===== src/rtl/raddr_channel_pkg.sv =====
// Shared constants and state encoding for the AXI read-address stage.
// Imported by raddr_channel.
package raddr_channel_pkg;
  localparam int BEAT_BYTES = 128;
  localparam int PARAM_BEATS = 6;
  localparam int MB_BEATS = 3;
  localparam logic [2:0] ARSIZE_128B = 3'b111;
  localparam logic [1:0] ARBURST_INCR = 2'b01;

  typedef enum logic [1:0] {
    IDLE,
    ISSUE,
    DRAIN
  } state_t;
endpackage


===== src/rtl/raddr_channel.sv =====
// AXI read-address stage: splits one job into credit-limited AR bursts
// that never cross a 4 KB boundary, and reports when the last beat lands.
module raddr_channel
  import raddr_channel_pkg::*;
#(
  parameter int ID_WIDTH = 2,
  parameter int ADDR_WIDTH = 64,
  parameter int BURST_BEATS = 8,
  parameter int MAX_OUT_BEATS = 32
) (
  input  logic                  clk,
  input  logic                  rst,
  input  logic                  start_pulse,
  input  logic [ADDR_WIDTH-1:0] src_addr,
  input  logic [15:0]           mb_num,
  output logic [ADDR_WIDTH-1:0] m_axi_araddr,
  output logic [ID_WIDTH-1:0]   m_axi_arid,
  output logic [7:0]            m_axi_arlen,
  output logic [2:0]            m_axi_arsize,
  output logic [1:0]            m_axi_arburst,
  output logic                  m_axi_arvalid,
  input  logic                  m_axi_arready,
  input  logic                  m_axi_rvalid,
  input  logic                  m_axi_rready,
  output logic                  busy,
  output logic                  rd_done
);

  state_t                state;
  logic [ADDR_WIDTH-1:0] base;
  logic [19:0]           total;
  logic [19:0]           issue_ptr;
  logic [19:0]           rx_cnt;
  logic [6:0]            out_cnt;

  logic [ADDR_WIDTH-1:0] cur_addr;
  logic [5:0]            to_4k;
  logic [5:0]            nb;
  logic                  credit_ok;
  logic                  ar_fire;
  logic                  r_fire;
  logic [19:0]           issue_next;
  logic [19:0]           rx_next;
  logic [6:0]            out_next;

  function automatic logic [5:0] burst_len(
    input logic [19:0] left,
    input logic [5:0]  room
  );
    logic [19:0] n;
    n = 20'(BURST_BEATS);
    if (left < n) n = left;
    if ({14'd0, room} < n) n = {14'd0, room};
    return 6'(n);
  endfunction

  assign m_axi_arid    = '0;
  assign m_axi_arsize  = ARSIZE_128B;
  assign m_axi_arburst = ARBURST_INCR;

  assign cur_addr   = base + ADDR_WIDTH'({issue_ptr, 7'd0});
  assign to_4k      = 6'd32 - 6'(cur_addr[11:7]);
  assign nb         = burst_len(total - issue_ptr, to_4k);
  // Registered out_cnt only: same-cycle returns free credit next cycle.
  assign credit_ok  = ({1'b0, out_cnt} + {2'b0, nb}) <= 8'(MAX_OUT_BEATS);
  assign ar_fire    = m_axi_arvalid & m_axi_arready;
  assign r_fire     = m_axi_rvalid & m_axi_rready;
  assign issue_next = issue_ptr + 20'(m_axi_arlen) + 20'd1;
  assign rx_next    = rx_cnt + 20'(r_fire);
  assign out_next   = out_cnt
                    + (ar_fire ? 7'(m_axi_arlen + 8'd1) : 7'd0)
                    - 7'(r_fire);

  always_ff @(posedge clk or posedge rst) begin
    if (rst) begin
      state         <= IDLE;
      base          <= '0;
      total         <= '0;
      issue_ptr     <= '0;
      rx_cnt        <= '0;
      out_cnt       <= '0;
      m_axi_araddr  <= '0;
      m_axi_arlen   <= '0;
      m_axi_arvalid <= 1'b0;
      busy          <= 1'b0;
      rd_done       <= 1'b0;
    end else begin
      rd_done <= 1'b0;
      unique case (state)
        IDLE: begin
          if (start_pulse) begin
            state     <= ISSUE;
            base      <= src_addr & ~ADDR_WIDTH'(BEAT_BYTES - 1);
            total     <= 20'(PARAM_BEATS) + 20'(mb_num) * 20'(MB_BEATS);
            issue_ptr <= '0;
            rx_cnt    <= '0;
            out_cnt   <= '0;
            busy      <= 1'b1;
          end
        end
        ISSUE: begin
          rx_cnt  <= rx_next;
          out_cnt <= out_next;
          if (ar_fire) begin
            m_axi_arvalid <= 1'b0;
            issue_ptr     <= issue_next;
            if (issue_next == total) state <= DRAIN;
          end else if (!m_axi_arvalid && credit_ok) begin
            m_axi_arvalid <= 1'b1;
            m_axi_araddr  <= cur_addr;
            m_axi_arlen   <= 8'(nb - 6'd1);
          end
        end
        DRAIN: begin
          rx_cnt  <= rx_next;
          out_cnt <= out_next;
          if (rx_next == total) begin
            rd_done <= 1'b1;
            busy    <= 1'b0;
            state   <= IDLE;
          end
        end
        default: state <= IDLE;
      endcase
    end
  end

endmodule

===== config.mk =====
export PLATFORM = sky130hd
export DESIGN_NAME = raddr_channel
export DESIGN_NICKNAME = d
export VERILOG_FILES = /design/src/rtl/raddr_channel_pkg.sv /design/src/rtl/raddr_channel.sv
export SDC_FILE = /design/constraint.sdc
export NUM_CORES = 1
export LEC_CHECK = 0
export CAP_MARGIN = 20
export CORE_UTILIZATION = 51
export CTS_CLUSTER_SIZE = 16
export DETAILED_ROUTE_END_ITERATION = 10
export PLACE_DENSITY = 0.8
export SYNTH_ARGS = -nofsm -noshare
export SYNTH_HDL_FRONTEND = slang
export SYNTH_SLANG_ARGS = --single-unit
export TNS_END_PERCENT = 100

===== constraint.sdc =====
create_clock -name clk -period 9.5 [get_ports clk]
set_input_delay 2.85 -clock clk [delete_from_list [all_inputs] [get_ports clk]]
set_output_delay 2.85 -clock clk [all_outputs]
set_load 0.02 [all_outputs]

==> results.md <==
* Placed inst area at 15160 um2
* DRC Markers at 0
* Synth top area share at between 30% and 40%
* Max Cap Violations at 0
* Vias in the first global route at 10790
* Fin crit share at 84.95%
* Ys Warns at 0
* Vias at 11170
* Fin crit period at between 8 and 9 ns
* Root buf cell: clkbuf_16
* Status: finished clean
* Clk_lat worst skew at 0.44 ns
* Post-route cell area at approximately 16000 um2
* Chip Height at 164.5 um
* Routed WL at 31.61 mm
* Post-synthesis sequential area ratio at 35.50%
* DRT Pass-1 Iters at 7
* Synth area leader: dfrtp_1
* CP endpoint kind: flip-flop
* Crit-path max cell delay at ~0.63 ns
* Global Route Usage Sum at roughly 24%
* CP max FO at 85
* TritonCTS Buffers at 17
* Main synth FF type: dfrtp_1
* Ant. Diodes at 0
* Post-DR vias/cell at 5.695
* Worst setup margin at 1.430 ns
* Synthesized area per cell at ~9 um2
* CP max stage cell: a21oi_1
* Skew final at 0.01315 ns
* Cts hold-fix bufs at 0
* Cell Area, Synth at 13460 um2
* Starting Density at between 50% and 60%
* Worst Tran Pin Value at 1.129 ns
* Setup tns final at 0 ns
* Yosys reg bits at 191
* Cell variety after synth at 76
* Number of port buffers at 146
* CTS max path bufs at 2
* Fmax at 123.9 MHz
* Avg WL per Cell at 16.11 um
* Clk pin slew, worst setup/hold paths at 0.08 ns
* Clock sinks at 191
* Post-CTS Resized at 0
* Syn-to-layout area delta at 17.17%
* Die area at 27050 um2
* Fillers at 2221
* EDFF count, synth at 0
* CP Buf/Inv Count at 5
* Fraction of layout cells with a size suffix above 1 at 7.683%
* First-pass GRT wire length at 51.88 mm
* HP Start: m_axi_araddr[45]$_DFFE_PP0P_
* Crit path kind: reg -> reg
* Final setup viols at 0
* Top post-synthesis cells by area: dfrtp_1 36%, ha_1 10%, o21ai_0 5.7%
* Leak at 6.873 nW
* FF-to-FF Start: total[0]$_DFFE_PP0P_
* Iteration-0 DRC Markers at 593
* Core area at 25980 um2
* CP required at 9.81 ns
* Final Max Slew Viols at 0
* Initial antenna violation count at 0
* Commonest cells in the netlist: 191 x dfrtp_1, 177 x nand2_1, 154 x o21ai_0
* Most used cell, CP: inv_1
* Post-synth ARST share at between 90% and 100%
* Setup Fix Bufs, Post-CTS at 0
* Grt total ovfl at 0
* Dpl ws at 1.500 ns
* Cells after Synth at 1495
* CTS tree: done
* Slew headroom at between 20 and 25%
* PwrDens at 357.5 nW/um2
* Delay-heaviest family, CP: simple AND/OR/NAND/NOR gates
* Dpl hpwl at 23.63 mm
* Fin. Hold Viols at 0
* Nets@finish at 1814
* IO Pins at 168
* Worst Setup SP: total[0]$_DFFE_PP0P_
* RePlAce Congestion at 0.9371
* Chip width at 164.5 um
* Final Util at 60.71%
* Critical path arrival at 8.38 ns
* FP Rows at 59
* Htree depth at 4
* Worst VDD drop at around 0.47 mV
* Top-count cell post-synth: dfrtp_1
* Unrepaired setup endpoints after global routing: false
* Worst Hold Class: reg -> reg
* Pin count of the biggest net entering global routing at 128
* Worst Setup Start Kind: flip-flop
* DRT antenna net count at 0
==> cell type report <==
cell class                 count  area, um2  share of cell area, %
sequential                   191       4780                  30.30
clock inverter                14      188.9                  1.198
inverter                      85      326.6                  2.070
timing repair buffer         153       1514                  9.597
clock buffer                  18      429.2                  2.721
tap                          335      419.2                  2.657
multi-input combinational   1166       8118                  51.46
==> routing by layer <==
metal  global-route usage [%]  part of all wire [%]  up-vias
met5                        0                     0        -
li1                         -                     -     5483
met1                    28.77                    41     5321
met2                    42.23                    49      321
met3                    6.580                   6.9       48
met4                    7.214                   2.4        0
==> where the power goes <==
| group | total [mW] | internal [mW] | leakage (nW) | switching [mW] |
|---|---|---|---|---|
| Clock | 0.762 | 0.405 | 0.301 | 0.357 |
| Combinational | 3.39 | 1.48 | 4.18 | 1.91 |
| Sequential | 1.48 | 1.15 | 2.39 | 0.334 |
| Total | 5.64 | 3.04 | 6.87 | 2.60 |
==> per-stage QoR <==
stage,hold WS [ns],std cells,total power [mW]
floorplan,0.4515,1509,3.937
detailed placement,0.4691,1930,4.867
global route,0.5051,1962,6.126
finish,0.4785,1962,5.640
CTS,0.4865,1962,5.659
global placement,0.4608,1930,4.740
==> worst paths after layout <==
check                                                     to  slack [ns]  cells past startpoint
worst max-delay path            m_axi_araddr[48]$_DFFE_PP0P_        1.43                     32
worst min-delay path            m_axi_araddr[45]$_DFFE_PP0P_        0.48                      2
worst max register to register  m_axi_araddr[48]$_DFFE_PP0P_        1.43                     32
worst min register to register  m_axi_araddr[45]$_DFFE_PP0P_        0.48                      2
max in group asynchronous               base[63]$_DFFE_PP0P_        5.16                      3
min in group asynchronous        m_axi_araddr[9]$_DFFE_PP0P_        2.96                      2
==> worst register-to-register path: cells and delay by family, from the launching register on <==
kind | cells | cell delay, ns
and+or+nand+nor | 11 | 2.50
AOI/OAI and AO/OA | 9 | 2.26
buffers and inverters | 5 | 0.85
muxes | 1 | 0.32
xor gates and xnor gates | 1 | 0.10
adders and majority gates | 5 | 1.46
DFF | 1 | 0.45
==> layout by cell type (no fill, tap or decap), drive strengths merged, types with 25 or more instances in the layout <==
cell,count
a21oi,72
mux2,63
nand2,178
o21ai,156
nor2,76
xor2,76
nor3,25
inv,92
ha,108
xnor2,75
nand3,53
nand4,25
dfrtp,191
clkdlybuf4s50,146
==> flip-flops by register name, summed over array words and instances (netlist names) <==
register / flops
issue_ptr: 20
total: 18
m_axi_arvalid: 1
state: 2
busy: 1
rx_cnt: 20
base: 57
rd_done: 1
m_axi_araddr: 57
out_cnt: 7
m_axi_arlen: 7
==> cells by family after synthesis <==
logic type,after synthesis,share of synthesized area [%]
simple gates,454,16.34
fa+ha+maj,115,11.00
mux,68,5.641
flops,191,35.50
compound gates,358,16.22
other cells,2,0.05578
xor+xnor,155,10.50
buf+inv,152,4.740
Note: power is estimated with default switching activity, not from simulation.
